**src/rtl/score_display_pkg.sv**
```systemverilog
// score_display_pkg: shared states, widths and 7-segment codes for the score display.
package score_display_pkg;
    typedef enum logic [1:0] {IDLE, SHIFT, DONE} state_e;
    localparam int SCORE_W = 14;
    localparam logic [SCORE_W-1:0] MAX_BCD = 14'd9999;
    localparam logic [6:0] SEG_CODES [0:9] = '{
        7'b1000000, 7'b1111001, 7'b0100100, 7'b0110000, 7'b0011001,
        7'b0010010, 7'b0000010, 7'b1111000, 7'b0000000, 7'b0010000
    };
    localparam logic [6:0] SEG_BLANK = 7'b1111111;
    localparam logic [6:0] SEG_DASH = 7'b0111111;
    function automatic logic [6:0] seg_of(input logic [3:0] n);
        return (n > 4'd9) ? SEG_DASH : SEG_CODES[n];
    endfunction
endpackage

```
**src/rtl/score_display_bin_to_bcd_seq.sv**
```systemverilog
// bin_to_bcd_seq: sequential shift-add-3 converter, one input bit per clock.
module bin_to_bcd_seq
    import score_display_pkg::*;
(
    input  logic               clk,
    input  logic               reset,
    input  logic               start_i,
    input  logic [SCORE_W-1:0] value_i,
    output logic [15:0]        bcd_o,
    output logic               done_o,
    output logic               busy_o
);
    state_e      state_q, state_d;
    logic [29:0] sr_q, sr_d, adj;
    logic [3:0]  cnt_q, cnt_d;

    always_ff @(posedge clk or posedge reset) begin
        if (reset) begin
            state_q <= IDLE;
            sr_q    <= '0;
            cnt_q   <= '0;
        end else begin
            state_q <= state_d;
            sr_q    <= sr_d;
            cnt_q   <= cnt_d;
        end
    end

    always_comb begin
        adj = sr_q;
        for (int i = 0; i < 4; i++)
            adj[14+4*i +: 4] = (sr_q[14+4*i +: 4] >= 4'd5) ? sr_q[14+4*i +: 4] + 4'd3 : sr_q[14+4*i +: 4];
        state_d = state_q;
        sr_d    = sr_q;
        cnt_d   = cnt_q;
        case (state_q)
            IDLE: if (start_i) begin
                sr_d    = {16'b0, value_i};
                cnt_d   = 4'd13;
                state_d = SHIFT;
            end
            SHIFT: begin
                sr_d    = {adj[28:0], 1'b0};
                cnt_d   = cnt_q - 4'd1;
                state_d = (cnt_q == 4'd0) ? DONE : SHIFT;
            end
            DONE: state_d = IDLE;
            default: state_d = IDLE;
        endcase
    end

    assign bcd_o  = sr_q[29:14];
    assign done_o = (state_q == DONE);
    assign busy_o = (state_q != IDLE);
endmodule

```
**src/rtl/score_display.sv**
```systemverilog
// score_display: converts the binary score to BCD and multiplexes it onto a 4-digit 7-segment display.
module score_display
    import score_display_pkg::*;
#(
    parameter int REFRESH_BITS  = 18,
    parameter bit BLANK_LEADING = 1
) (
    input  logic               clk,
    input  logic               reset,
    input  logic [SCORE_W-1:0] score,
    output logic [6:0]         seg,
    output logic               dp,
    output logic [3:0]         an,
    output logic               busy
);
    logic [REFRESH_BITS-1:0] cnt_q;
    logic [SCORE_W-1:0]      last_q, sat;
    logic [15:0]             dig_q, bcd;
    logic [6:0]              seg_q, seg_d;
    logic [3:0]              an_q, an_d;
    logic [1:0]              sel;
    logic                    start, done, blank;

    assign start = (score != last_q) && !busy;
    assign sat   = (score > MAX_BCD) ? MAX_BCD : score;

    bin_to_bcd_seq u_conv (
        .clk     (clk),
        .reset   (reset),
        .start_i (start),
        .value_i (sat),
        .bcd_o   (bcd),
        .done_o  (done),
        .busy_o  (busy)
    );

    // A digit is blanked when it and every digit above it is zero.
    always_comb begin
        sel   = cnt_q[REFRESH_BITS-1 -: 2];
        blank = BLANK_LEADING && (sel != 2'd0) && ((dig_q >> {sel, 2'b00}) == 16'd0);
        seg_d = blank ? SEG_BLANK : seg_of(dig_q[{sel, 2'b00} +: 4]);
        an_d  = blank ? 4'b1111 : ~(4'b0001 << sel);
    end

    always_ff @(posedge clk or posedge reset) begin
        if (reset) begin
            cnt_q  <= '0;
            last_q <= '0;
            dig_q  <= '0;
            seg_q  <= 7'b1000000;
            an_q   <= 4'b1110;
        end else begin
            cnt_q  <= cnt_q + 1'b1;
            last_q <= start ? score : last_q;
            dig_q  <= done ? bcd : dig_q;
            seg_q  <= seg_d;
            an_q   <= an_d;
        end
    end

    assign seg = seg_q;
    assign an  = an_q;
    assign dp  = 1'b1;
endmodule

```
**config.mk**
```make
export PLATFORM = sky130hd
export DESIGN_NAME = score_display
export DESIGN_NICKNAME = d
export VERILOG_FILES = /design/src/rtl/score_display_pkg.sv /design/src/rtl/score_display_bin_to_bcd_seq.sv /design/src/rtl/score_display.sv
export SDC_FILE = /design/constraint.sdc
export NUM_CORES = 1
export LEC_CHECK = 0
export BUFFER_PORTS_ARGS = -buffer_cell sky130_fd_sc_hd__buf_2
export CORE_ASPECT_RATIO = 1.5
export CORE_MARGIN = 2
export CORE_UTILIZATION = 60
export CTS_BUF_LIST = sky130_fd_sc_hd__clkbuf_16
export DETAILED_ROUTE_END_ITERATION = 16
export HOLD_SLACK_MARGIN = 0.15
export MAX_ROUTING_LAYER = met4
export PLACE_DENSITY = 0.84
export REMOVE_ABC_BUFFERS = 1
export SETUP_SLACK_MARGIN = 0.4
export SLEW_MARGIN = 20
export SYNTH_ARGS = -nofsm -noshare
export SYNTH_HDL_FRONTEND = slang
export SYNTH_HIERARCHICAL = 1
export SYNTH_SLANG_ARGS = --single-unit
```
**constraint.sdc**
```tcl
create_clock -name clk -period 3.2 [get_ports clk]
set_input_delay 0.16 -clock clk [delete_from_list [all_inputs] [get_ports clk]]
set_output_delay 0.16 -clock clk [all_outputs]
set_load 0.03 [all_outputs]
```
-- Word level (Yosys, flattened, before mapping)
Memory sizes are Yosys's and may differ from the RTL's.
Index checks and enable logic that the tools add are counted.
- register bits after elaboration: 95
- memory bits (read-only): 112
- input port bits: 16
- output and inout port bits: 13
- memories kept: 1
- add/subtract/negate cells: 6
- order comparisons: 7
- equal/unequal tests: 4
- shift operators: 3
- multiplexer cells: 17
- bitwise operators: 2
- reductions and logical operators: 10
- memories (name ; depth ; bits a word ; rd ports ; clocked after memory_dff ; wr ports ; RTL line ; source):
    (no name shown) ; 16 ; 7 ; 1 ; 0 ; 0 ; score_display_pkg.sv:13 ; return (n > 4'd9) ? SEG_DASH : SEG_CODES[n];
- operator list (operator ; number):
    $pmux 30 s2 ; 1
    $mux 30 ; 1
    $mux 7 ; 4
    $mux 4 ; 5
    $add 18x1->18 const B ; 1
    $ge 4x3->1 const B ; 4
    $logic_not 16->1 ; 1
    $shiftx 16x5->4 ; 1
    $shr 16x4->16 ; 1
    $gt 14x14->1 const B ; 1
    $mux 14 ; 1
    $ne 14x14->1 ; 1
    $add 4x2->4 const B ; 3
    $pmux 4 s2 ; 1
    $reduce_bool 2->1 ; 3
    $ge 5x5->1 const B ; 1
    $not 4->5 ; 1
    $gt 4x4->1 const B ; 1
    $logic_not 4->1 ; 1
    $mux 2 ; 2
    $not 4->4 ; 1
    $pmux 2 s2 ; 1
    $shl 1x2->4 const A ; 1
    $sub 4x1->4 const B ; 1
    9 further kinds ; 10

-- Depth between registers and ports, before layout
Gate-level depths: netlist (run 1).
- word-level depth: 7
- depth in mapped cells: 11

-- Hierarchy
The synthesis (run 1) kept the hierarchy.
- modules (own cells, without submodules) (module ; instances ; cells each ; area each (um2)):
    score_display ; 1 ; 230 ; 2857.7
    bin_to_bcd_seq ; 1 ; 210 ; 2105.8

-- Worst setup path before layout (run 1)
No wires, ideal clock.
- kind: register -> register
- start point: reg u_conv.state_q[0]
- end point: reg u_conv.sr_q[17]
- setup time: 0.122 ns
- arrival time: 2.518 ns
- path slack: 0.560 ns
- cell stages (with the launch flop): 11
- clock period less this slack: 2.640 ns
- path through: dfrtp_1 > buf_6 > buf_2 > buf_2 > or2_2 > clkbuf_1 > a41oi_2 > o21ba_1 > buf_4 > o31ai_1 > a32o_1
- longest elaborated chain between the ends: 5
- elaborated cells on any way between the ends: 9
- those cells by class: eq/ne (2); mux (1); reduce/logical (6)
- RTL lines (element ; RTL line ; source):
    start, declared ; score_display_bin_to_bcd_seq.sv:13 ; state_e state_q, state_d;
    start signal, assigned ; score_display_bin_to_bcd_seq.sv:23 ; state_q <= state_d;
    $reduce_bool 2->1 ; score_display_bin_to_bcd_seq.sv:54 ; assign busy_o = (state_q != IDLE);
    named net busy ; score_display.sv:14 ; output logic busy
    $logic_not 1->1 ; score_display.sv:24 ; assign start = (score != last_q) && !busy;
    $logic_and 1x1->1 ; score_display.sv:24 ;
    named net start ; score_display.sv:22 ; logic start, done, blank;
    $ne 2x2->1 (no line) ; - ;
    $reduce_and 2->1 (no line) ; - ;
    end signal, assigned ; score_display_bin_to_bcd_seq.sv:24 ; sr_q <= sr_d;
    end, declared ; score_display_bin_to_bcd_seq.sv:14 ; logic [29:0] sr_q, sr_d, adj;
The timed path passes the listed nets, and every way through them passes these cells.
A chain may end at the register's enable or synchronous reset.

==> results by stage, run 1 <==
Synthesis:
- The yosys synthesis warning count is 6.
- The multiplexer share of the synthesized area is 0.08898.
- The share of synthesized cell area in full adder, half adder and majority cells is 0.03781.
- The complex-gate fraction of the synthesized area came to 0.1475.
- After technology mapping, the gate count stands at between 400 and 500.
- The parity-gate share of the synthesized area counting xor and xnor cells is 0.05823.
- Synthesis inferred between 90 and 100 register bits.
- Counting flops with an async set or reset pin after synthesis yields a share of 1.000.
- The simple-gate portion of the synthesized area is 0.1334.
- Among all flip-flop cells after synthesis, the most frequent one is dfrtp_1.
- The number of library cell types mapped by synthesis is 60.
- The mapped cell area is 4964 um2.
- The largest family of logic cells by synthesized area is compound AO/OA/AOI/OAI gates.
- A synthesized cell averages 11.28 um2.
- Yosys mapped a number of flops with a built-in enable equal to 0.
- The post-synthesis sequential area ratio is 0.4800.

Final layout:
- The layout has approximately 590 filler cells.
- The growth of design area from synthesis to finish is 12.00%.
- The number of antenna diodes in the final layout is 0.
- The fraction of layout instances using a drive strength above 1 is 0.2133.
- The library cells used most frequently in the layout, excluding fill and tap cells, are dfrtp_1, inv_1, mux2_2.
- In the final layout, the multi-input gates occupy 2316 um2.
- The register cell area after layout is about 2400 um2.
- The library cell used most frequently in the layout, excluding fill and tap cells, is dfrtp_1.
- The number of nets in the finished design is roughly 510.

Place:
- The count of buffers added on input and output ports is 27.
- At the end of routability-driven placement, the weighted congestion stood at just over 0.8.
- The HPWL reported at the end of detailed placement is ~6.3 mm.

GRT:
- The first-pass GRT wire length is 15.64 mm.
- The initial antenna violation count is 0.
- After global routing, the most crowded layer is met2.
- Entering global routing, the biggest net connects 45 pins.
- Global routing finished with a remaining overflow of 0.
- For this run, global-route usage on met2 was measured as 0.4138.
- The combined global-route utilization of all metal layers is 0.2290.
- The met3 usage is 0.05024.
- For this run, global-route usage on met1 was measured as 0.2306.
- The via count of the first global-routing pass is between 3000 and 4000.

Floorplanning:
- The floorplan step defined a die boundary enclosing around 9000 um2.
- The floorplan die height is 115.4 um.
- The number of placement rows is 40.
- For this configuration, the core starts out at a cell density of 0.6198.
- During I/O placement, the number of pins put on the boundary was 29.
- The placeable core region is between 8000 and 9000 um2.
- The die is between 70 and 80 um wide.

Critical path:
- In this run the critical register-to-register path is captured at seg[6]$_DFF_PP1_.
- Measured in cells, the most critical reg-to-reg path has a length of 6.
- Setup slack on the worst reg-to-reg path comes out at 0.76 ns.
- Data arrives at the worst endpoint at 2.71 ns.
- The maximum fanout along the worst path is 16.
- The kind of launch point of the worst setup path is a flip-flop.
- The worst setup path is captured at a flip-flop.
- The worst register-to-register path begins at cnt_q[16]$_DFF_PP0_.
- The required time at the endpoint of the critical path is about 3.5 ns.
- The type of the setup path with the least slack is reg2reg.

Power:
- Across the VDD grid, the largest voltage drop is 485.9 uV.
- The completed layout was analyzed and its total power is 4.637 mW.
- For this design the static power due to leakage is 2.581 nW.
- The power per unit of standard cell area is 834.1 nW/um2.

STA:
- The final hold violation count is 0.
- The remaining max-slew budget at the tightest pin is 0.4049.
- The max-slew violation count is 0.
- The tightest hold path in the finished design has a slack of 0.4686 ns.
- Clock skew on the completed layout was measured at ~0.0062 ns.
- Setup repair after global routing left no endpoint under its margin.
- The minimum period implied by the final worst setup slack is 2.439 ns.
- Of the available clock period, the critical path in the final layout requires 0.7622.
- Setup total negative slack on the finished layout was measured at 0 ns.
- Based on the critical path, the design can be clocked at up to roughly 410 MHz.
- The setup violation total in the final timing report is 0.
- For the pin with the worst max-slew slack, the measured transition is 0.8914 ns.

Routing:
- The violation count after the first detailed-route iteration is 143.
- The number of antenna-violating nets in the routed design is 0.
- The final layout contains routed wiring with a total length of around 8.9 mm.
- Using the TritonRoute via totals, the vias-per-cell ratio works out to 5.738.
- The number of detailed-routing iterations run before antenna repair is 4.
- The number of remaining DRC errors is 0.
- The count of vias placed by the detailed router is 3374.
- The detailed-route wire length per cell is 15.21 um.

Clock network:
- The clock sink count is 95.
- Buffers added to address setup during post-CTS repair amount to 0.
- TritonCTS built the clock tree.
- TritonCTS created 9 clock buffers.
- The clock-pin transition on the worst setup and hold timing paths is 0.06 ns.
- The number of buffers between clock root and the deepest sink is 2.
- The H-tree depth is 3.
- Clock tree synthesis selected as its root buffer the cell clkbuf_16.
- The later pin in the worst-skew pair is clocked with a latency of 0.34 ns.

Hold path:
- The cell depth of the worst hold path is 1.
- The worst hold path begins at cnt_q[13]$_DFF_PP0_.
- The worst hold path belongs to the class reg2reg.
- The endpoint with the worst hold slack is cnt_q[13]$_DFF_PP0_.

Status:
- The flow ran to the end, and the final reports show no timing, DRC or antenna violations.

Job:
- The max-capacitance violation count is 0.
-- flip-flops by register name, summed over array words and instances, names as in the netlist --
name and flops:
u_conv/sr_q 30, cnt_q 18, dig_q 16, last_q 14
seg 7, an 4, u_conv/cnt_q 4, u_conv/state_q 2
-- Yosys cell counts (3+ instances only) --
library cell / number / area [um2]
buf_2: 6 / 30.03
a21oi_1: 17 / 85.08
nor4_1: 4 / 25.02
o21ai_0: 11 / 55.05
dfstp_2: 4 / 105.1
o2111ai_2: 6 / 90.09
o21a_1: 4 / 30.03
nand2_1: 28 / 105.1
nand2b_1: 14 / 87.58
nor2b_1: 8 / 50.05
nand3b_1: 3 / 22.52
a21o_1: 4 / 30.03
and3b_1: 13 / 113.9
o32ai_1: 3 / 26.28
mux2_2: 30 / 337.8
a31oi_1: 3 / 18.77
buf_4: 3 / 22.52
and3_1: 4 / 25.02
buf_6: 5 / 56.30
nor2_1: 15 / 56.30
inv_1: 28 / 105.1
o21ai_1: 11 / 55.05
a32o_1: 4 / 40.04
dfrtp_1: 91 / 2277
clkbuf_1: 6 / 22.52
xor2_1: 18 / 157.7
and2_1: 4 / 25.02
nand4_1: 3 / 18.77
o211ai_1: 4 / 30.03
nand3_1: 13 / 65.06
xnor2_1: 15 / 131.4
ha_1: 15 / 187.7
o221ai_2: 4 / 60.06
o31ai_1: 5 / 37.54
mux4_2: 3 / 67.56
-- cell type report --
class | count | area share
clock buffer | 9 | 0.04051
clock inverter | 7 | 0.009453
multi-input combinational | 294 | 0.4166
timing repair buffer | 50 | 0.06212
inverter | 28 | 0.01891
tap | 105 | 0.02363
sequential | 95 | 0.4288
-- per-stage QoR --
stage / setup slack [ns] / cells / area [um2] / utilization
global route: 0.5674 / 588 / 5559 / 0.6942
CTS: 0.5646 / 588 / 5558 / 0.6941
finish: 0.7611 / 588 / 5559 / 0.6942
detailed placement: 0.5848 / 557 / 5130 / 0.6406
global placement: 0.6468 / 557 / 5130 / 0.6406
floorplan: 0.3936 / 417 / 4803 / -
-- worst max-delay path: stages, from the launching register on --
cell       delay, ns
dfrtp_2         0.54
mux4_1          0.68
inv_1           0.14
ha_1            0.19
o211ai_1        0.14
a2111oi_4       0.49
o21bai_1        0.18
-- how the worst max path moves through the flow --
stage,endpoint,cells past startpoint,start,slack (ns)
floorplan,u_conv/sr_q[17]$_DFFE_PP0P_,5,u_conv/state_q[0]$_DFFE_PP0P_,0.39
global placement,seg[6]$_DFF_PP1_,6,cnt_q[16]$_DFF_PP0_,0.65
detailed placement,seg[6]$_DFF_PP1_,6,cnt_q[16]$_DFF_PP0_,0.58
CTS,seg[6]$_DFF_PP1_,6,cnt_q[16]$_DFF_PP0_,0.56
global route,seg[6]$_DFF_PP1_,6,cnt_q[16]$_DFF_PP0_,0.57
finish,seg[6]$_DFF_PP1_,6,cnt_q[16]$_DFF_PP0_,0.76
-- routing by layer --
layer,wire length (um),share of wire,up-vias
met5,0,0,-
met4,277,0.031,0
met3,297,0.033,21
met2,4960,0.55,65
met1,3406,0.38,1666
li1,-,-,1622
-- cell families (layout without fill, tap and decap cells) --
kind of cell | Yosys count | after routing
fa+ha+maj | 15 | 15
other cells | 1 | 1
simple gates | 119 | 119
mux | 35 | 35
flops | 95 | 95
compound gates | 91 | 91
xor+xnor | 33 | 33
buf+inv | 51 | 94
-- power by group --
group / switching (mW) / leakage, nW / internal [mW] / total, mW
Sequential: 0.282 / 1.22 / 1.58 / 1.86
Clock: 0.417 / 0.153 / 0.588 / 1.01
Combinational: 0.976 / 1.21 / 0.795 / 1.77
Total: 1.68 / 2.58 / 2.96 / 4.64
-- what timing repair did --
item | CTS | global route
gates resized for setup | 0 | 1
hold endpoints to repair | 89 | 0
hold buffers | 15 | 0
setup endpoints to repair | 0 | 6
(Power assumes the default switching activity.)
==> inputs of run 2 (changes only) <==
==> constraint.sdc (replaced) <==
create_clock -name clk -period 2.5 [get_ports clk]
set_input_delay 0.125 -clock clk [delete_from_list [all_inputs] [get_ports clk]]
set_output_delay 0.125 -clock clk [all_outputs]
set_load 0.03 [all_outputs]
==> run 2 against run 1 <==
  * Sequential share of layout area is 0.89 points lower
  * Combinational power is 37% higher
  * Global-route usage is 1.0 points higher
  * Register-to-register slack worse by 0.34 ns
  * Critical path type unchanged
  * Sequential power is 28% higher
  * Die area stayed put
  * Maximum frequency is 17% higher
  * Design area is 2.2% higher
  * Routed wire length is 8.5% higher
  * Clock power is 29% higher
  * Clock-buffer cell count stayed put
  * Highest routed layer unchanged
  * Non-clock buffer count is 10 higher
==> results by stage, run 2 (synthesized netlist as in run 1, its figures left out) <==
Final layout:
- The flip-flop count of the largest register after layout is 30.
- The most common cell after layout, fill and taps aside is dfrtp_1.
- The non-filler instance count after layout is about 600.
- The number of nets in the finished design is roughly 520.
- The library cells used most frequently in the layout, excluding fill and tap cells, are dfrtp_1, mux2_2, nand2_1.
- The register ranked first by flip-flop count is u_conv/sr_q.
- At the end of the flow the core is filled with cells to 0.7094.
- Of the cells placed in the final design, the portion with a size suffix greater than 1 is 0.2515.
- Compared with the post-synthesis result, the final layout area differs by 14.44%.
- The number of antenna diodes in the final layout is 0.
- The largest registers in the layout are u_conv/sr_q: 30 flops, cnt_q: 18 flops, dig_q: 16 flops.

Routing:
- The count of vias placed by the detailed router is 3467.
- The number of remaining DRC errors is 0.
- Dividing the detail-routed wire length by the instance count gives 16.22 um.
- The number of detailed-routing iterations run before antenna repair is 5.
- The routed via count divided by cell count is 5.798.
- After the first detailed-routing iteration, the DRC count stood at 170.
- The number of antenna-violating nets in the routed design is 0.
- The routed design has 9.701 mm of wire.

Critical path:
- Data arrives at the worst endpoint at 2.34 ns.
- The type of the setup path with the least slack is reg2reg.
- The worst setup path is captured at a flip-flop.
- The signal on the critical path passes through mux4_2, inv_2, ha_4, o211ai_1, a2111oi_4, buf_4, o21bai_1.
- The critical path contains buffers and inverters numbering 2 combined.
- STA classifies the critical path startpoint as a flip-flop.
- At the worst endpoint, the required time is 2.76 ns.
- Among all stages on the critical path, the largest delay is contributed by mux4_2.
- The maximum fanout along the worst path is 5.
- The cell family with the largest share of critical-path delay is compound AO/OA/AOI/OAI gates.
- The delay of the slowest cell on the worst path is 0.56 ns.

Floorplanning:
- The die is 115.4 um tall.
- The core region is 8008 um2.
- The number of top-level design ports is 29.
- Row generation in the floorplan step produced 40 rows.
- The area enclosed by the die boundary is 9031 um2.
- The initial utilization of the core area, before any placement, comes to 0.6198.
- The die boundary width is around 80 um.

Place:
- After legalization and detailed placement, the total HPWL measured 6.664 mm.
- The count of buffers from port buffering is 27.
- The global placement routability congestion is 0.8705.
- The cell count after placement is ~560.

STA:
- The max-slew violation count is 0.
- The share of the cycle needed by the critical path after routing is 0.8303.
- The worst clock skew is between 0.006 and 0.007 ns.
- The minimum period implied by the final worst setup slack is 2.076 ns.
- Measured against its own limit, the worst slew margin works out to 0.6190.
- The final hold violation count came to 0.
- Setup repair after global routing could not meet its margin everywhere.
- Setup violations remaining at the end of the flow were counted as 0.
- The worst-margin pin slew is 0.5703 ns.
- The highest achievable clock rate is between 400 and 500 MHz.

Clock network:
- The clock-pin transition on the worst setup and hold timing paths is 0.06 ns.
- Clock tree synthesis found a total of 95 sinks.
- CTS placed an instance of clkbuf_16 at the clock tree root.
- Buffers inserted during clock tree synthesis total 9.
- The clock insertion delay at the later pin of the skew report is between 0.3 and 0.4 ns.
- The CTS tree is done.
- The H-tree depth is 3.
- The clock passes through at most 2 buffers.

GRT:
- The initial antenna violation count is 0.
- The pin count of the biggest net entering global routing is 37.
- The combined global-route utilization of all metal layers is 0.2391.
- The first global-routing pass estimated 16.27 mm of wire.
- The remaining global-route overflow is 0.
- The via count of the first global-routing pass is around 3500.

Status:
- The run finished with clean final reports.

Power:
- Across the VDD grid, the largest voltage drop is 753.5 uV.
- In this run the power density over the cells is between 1000 and 1500 nW/um2.
- In this run the static leakage power is 2.621 nW.

Hold path:
- The path class of the tightest hold or removal check is in2reg.

Job:
- The max-capacitance violation count is 0.
[run 2: where the power goes]
part           leakage, nW  total, mW  internal (mW)  switching (mW)
registers             1.22       2.39           2.02           0.371
clock network        0.143       1.30          0.759           0.545
logic                 1.26       2.42           1.09            1.33
[run 2: worst paths after layout]
| path | from | endpoint | slack (ns) | cells past startpoint |
|---|---|---|---|---|
| setup reg to reg | cnt_q[16]$_DFF_PP0_ | seg[1]$_DFF_PP0_ | 0.42 | 7 |
| hold reg to reg | cnt_q[15]$_DFF_PP0_ | cnt_q[15]$_DFF_PP0_ | 0.46 | 1 |
| setup / recovery | cnt_q[16]$_DFF_PP0_ | seg[1]$_DFF_PP0_ | 0.42 | 7 |
| min in group asynchronous | reset | dig_q[13]$_DFFE_PP0P_ | 0.37 | 3 |
| hold / removal | score[3] | u_conv/sr_q[3]$_DFFE_PP0P_ | 0.32 | 5 |
| max in group asynchronous | reset | cnt_q[16]$_DFF_PP0_ | 1.43 | 4 |
[run 2: per-stage QoR]
stage	TNS [ns]	cell area (um2)	total power [mW]	worst slack, ns	hold slack [ns]
floorplan	-2.537	4803	4.094	-0.3064	0.2756
global placement	0	5145	4.526	0.3072	0.1735
detailed placement	0	5145	4.683	0.1605	0.1861
CTS	0	5589	6.011	0.4163	0.2984
global route	0	5680	6.530	0.3428	0.4015
finish	0	5680	6.116	0.4241	0.3177
[run 2: cell type report]
| type | count | area [um2] |
|---|---|---|
| Clock buffer | 9 | 225.2 |
| Clock inverter | 7 | 57.56 |
| Fill cell | 595 | 2327 |
| Inverter | 28 | 107.6 |
| Multi-Input combinational cell | 294 | 2341 |
| Sequential cell | 95 | 2385 |
| Tap cell | 105 | 131.4 |
| Timing Repair Buffer | 60 | 432.9 |
[run 2: what timing repair did]
item	CTS	global route
resized for setup	2	11
pin swaps	1	3
buffers inserted	2	6
hold buffers	15	0
endpoints found under the setup margin	14	28
endpoints found under the hold margin	67	0
[run 2: worst min-delay path, delay by kind of cell]
kind | cells | cell delay [ns]
buffers and inverters | 1 | 0.11
AOI/OAI and AO/OA | 2 | 0.14
and+or+nand+nor | 2 | 0.24
[run 2: layer usage]
layer  track usage  vias to the layer above  share of wire
li1              -                     1645              -
met1        0.2449                     1723           0.39
met2        0.4414                       73           0.55
met3       0.04160                       26          0.024
met4        0.1088                        0          0.031
met5             -                        -              0
==> inputs of run 3 (changes only) <==
--- a/config.mk
+++ b/config.mk
@@ -8,12 +8,12 @@
 export BUFFER_PORTS_ARGS = -buffer_cell sky130_fd_sc_hd__buf_2
 export CORE_ASPECT_RATIO = 1.5
 export CORE_MARGIN = 2
-export CORE_UTILIZATION = 60
+export CORE_UTILIZATION = 55
 export CTS_BUF_LIST = sky130_fd_sc_hd__clkbuf_16
 export DETAILED_ROUTE_END_ITERATION = 16
 export HOLD_SLACK_MARGIN = 0.15
 export MAX_ROUTING_LAYER = met4
-export PLACE_DENSITY = 0.84
+export PLACE_DENSITY = 0.81
 export REMOVE_ABC_BUFFERS = 1
 export SETUP_SLACK_MARGIN = 0.4
 export SLEW_MARGIN = 20
==> constraint.sdc (replaced) <==
create_clock -name clk -period 1.75 [get_ports clk]
set_input_delay 0.0875 -clock clk [delete_from_list [all_inputs] [get_ports clk]]
set_output_delay 0.0875 -clock clk [all_outputs]
set_load 0.03 [all_outputs]
==> run 3 against run 2 <==
  * Register-to-register slack lost 0.67 ns
  * Clock skew grew 0.00065 ns
  * Combinational power grew 94%
  * Die area grew 8.7%
  * The flow now finishes with violations (setup timing)
  * Flip-flop and latch count is the same
==> results by stage, run 3 (synthesized netlist as in run 1, its figures left out) <==
Status:
- The run finished, with violations left.
- The final reports fail on setup timing.

Final layout:
- With fillers left out, the area of the finished cells amounts to ~6600 um2.
- Leaving out fill and tap cells, the most frequent cell in the layout is dfrtp_1.
- For this run, the share of the core covered by cells in the final layout is 0.7556.
- The diode insertion count for antenna repair is 0.
- The fraction of layout instances using a drive strength above 1 is 0.4093.
- The flip-flop count of the largest register after layout is 30.
- The growth of design area from synthesis to finish is 33.60%.
- In the final design database the tool counted 566 nets.
- u_conv/sr_q holds more flip-flops than any other register.
- The top cell types in the final layout, fill and taps aside, are dfrtp_1, buf_4, inv_1.
- In the final layout, the registers with the most flip-flops are u_conv/sr_q: 30 flops, cnt_q: 18 flops, dig_q: 16 flops.

Floorplanning:
- The die is 120.4 um tall.
- The number of placement rows is 42.
- The area enclosed by the die boundary is approximately 10000 um2.
- The core region is 8776 um2.
- For this configuration, the core starts out at a cell density of 0.5656.
- The die boundary width is 81.57 um.
- The number of top-level design ports is 29.

STA:
- The worst clock skew is 0.007474 ns.
- The setup violation total in the final timing report is 52.
- Of the available clock period, the critical path in the final layout requires 1.138.
- The final hold violation count is 0.
- The highest achievable clock rate is 502.1 MHz.
- Setup repair after global routing could not meet its margin everywhere.
- The final worst setup slack is -0.2418 ns.
- The minimum period implied by the final worst setup slack is 1.992 ns.
- Adding up every negative setup slack in the final design gives -7.404 ns.
- The max-slew violation count is 0.

Place:
- The global placement routability congestion is 0.8480.
- The instance area after placement is around 5300 um2.
- The HPWL reported at the end of detailed placement is 6.825 mm.
- During placement, the flow inserted port buffers numbering 27.

GRT:
- After global routing the overflow that remains totals 0.
- The pin count of the biggest net entering global routing is 60.
- The initial antenna violation count was 0.
- The first global-routing pass estimated 19.78 mm of wire.
- Across every metal layer, demand over resource in global routing totals 0.2767.
- The via count of the first global-routing pass is roughly 4100.

Job:
- Across the run, the number of max-cap violations was 0.

Routing:
- In this run, the number of DRC markers left after iteration 0 of detailed routing was 333.
- Dividing the detail-routed via count by the number of cells gives 5.835.
- The number of antenna-violating nets in the routed design is 0.
- The number of detailed-routing iterations run before antenna repair is 4.
- The count of vias placed by the detailed router is 3793.
- The detailed-route wire length per cell is around 20 um.
- The final wirelength is 12.69 mm.
- After detailed routing, the number of remaining DRC violations is 0.

Clock network:
- After clock tree synthesis, the clock-pin slew on the worst setup and hold paths is around 0.07 ns.
- Clock latency on the worst-skew pair, taken at its later pin, is 0.35 ns.
- TritonCTS built the clock tree.
- The number of buffers created by CTS is 9.
- The clock passes through at most 2 buffers.
- The H-tree depth is 3.
- The tree is rooted in a clkbuf_16.
- Counting every sink on the clock net gives 95.

Critical path:
- The worst path buffer plus inverter count is 2.
- The delay of the slowest cell on the worst path is 0.40 ns.
- The critical path data arrival time is 2.22 ns.
- The kind of launch point of the worst setup path is a flip-flop.
- The type of the setup path with the least slack is reg2reg.
- Across all register-to-register paths, the minimum setup slack is -0.24 ns.
- The count of cells along the worst register-to-register path is 8.
- For the worst setup path, the data required time is 1.98 ns.
- The destination of the worst register-to-register timing path is u_conv/sr_q[8]$_DFFE_PP0P_.
- The launching point of the worst reg2reg path is last_q[11]$_DFFE_PP0P_.
- The worst setup path is captured at a flip-flop.
- The kind of cell with the highest combined delay along the critical path is simple AND/OR/NAND/NOR gates.
- Along the worst path, the maximum fanout reaches 7.
- On the critical path, the stage with the largest delay is an instance of dfrtp_1.
- Traced cell by cell, the critical path runs through xor2_1, nor4_2, a41oi_2, buf_6, buf_8, and3b_1, a21oi_2, o21ai_2.

Power:
- The power per unit of standard cell area is about 1500 nW/um2.
- The peak supply drop is 1010 uV.
- The cell leakage power is between 3 and 4 nW.

Hold path:
- The worst hold path belongs to the class in2reg.
- Counting instances, the worst hold path has a depth of 5.
- The worst hold path begins at score[3].
- The endpoint with the worst hold slack is u_conv/sr_q[3]$_DFFE_PP0P_.
-- run 3: timing repair --
action                                  in CTS  in global routing
hold endpoints to repair                   109                  0
cloned                                       7                  0
gates resized for setup                     98                 34
hold buffers                                15                  0
pin swaps                                   22                 16
setup buffers                               17                 10
endpoints found under the setup margin      78                 77
-- run 3: power breakdown --
part / leakage, nW / switching [mW] / total [mW] / internal (mW)
Combinational: 1.71 / 2.38 / 4.70 / 2.32
Sequential: 1.22 / 0.608 / 3.49 / 2.89
Clock: 0.163 / 0.831 / 2.06 / 1.23
Total: 3.09 / 3.82 / 10.3 / 6.44
-- run 3: through the flow --
| stage | std cells | hold slack, ns | worst slack [ns] | total power, mW |
|---|---|---|---|---|
| 6_report | 650 | 0.2852 | -0.2418 | 10.26 |
| 5_1_grt | 650 | 0.3030 | -0.2914 | 10.79 |
| 3_5_place_dp | 585 | 0.1842 | -0.3149 | 6.948 |
| 4_1_cts | 640 | 0.2639 | -0.1787 | 9.881 |
| 3_3_place_gp | 585 | 0.1737 | -0.2518 | 6.726 |
| 2_1_floorplan | 417 | 0.2381 | -1.056 | 5.849 |
-- run 3: area by class of cell --
class                           instances  area (um2)
Timing Repair Buffer                  106        1010
Clock buffer                            9       225.2
Sequential cell                        95        2384
Clock inverter                          7       81.33
Multi-Input combinational cell        295        2689
Fill cell                             498        2145
Tap cell                              110       137.6
Inverter                               28       105.1
-- run 3: worst max path at each step --
stage,from,endpoint,slack [ns],cells after the start
finish,last_q[11]$_DFFE_PP0P_,u_conv/sr_q[8]$_DFFE_PP0P_,-0.24,8
global route,last_q[11]$_DFFE_PP0P_,u_conv/sr_q[8]$_DFFE_PP0P_,-0.29,8
CTS,cnt_q[16]$_DFF_PP0_,seg[6]$_DFF_PP1_,-0.18,7
detailed placement,cnt_q[16]$_DFF_PP0_,seg[6]$_DFF_PP1_,-0.31,7
global placement,cnt_q[16]$_DFF_PP0_,seg[6]$_DFF_PP1_,-0.25,7
floorplan,u_conv/state_q[0]$_DFFE_PP0P_,u_conv/sr_q[17]$_DFFE_PP0P_,-1.06,5
-- run 3: worst reg2reg max path, delay by kind of cell, from the launching register on --
kind	cells	cell delay [ns]
DFF	1	0.40
AOI/OAI and AO/OA	3	0.49
and+or+nand+nor	2	0.50
buffers and inverters	2	0.30
xor gates and xnor gates	1	0.20
-- run 3: routing by layer --
layer	vias to the layer above	track usage	wire [um]
met5	-	-	0
met4	0	0.1271	406
met2	104	0.5072	7472
li1	1742	-	-
met3	35	0.05224	394
met1	1912	0.2727	4418
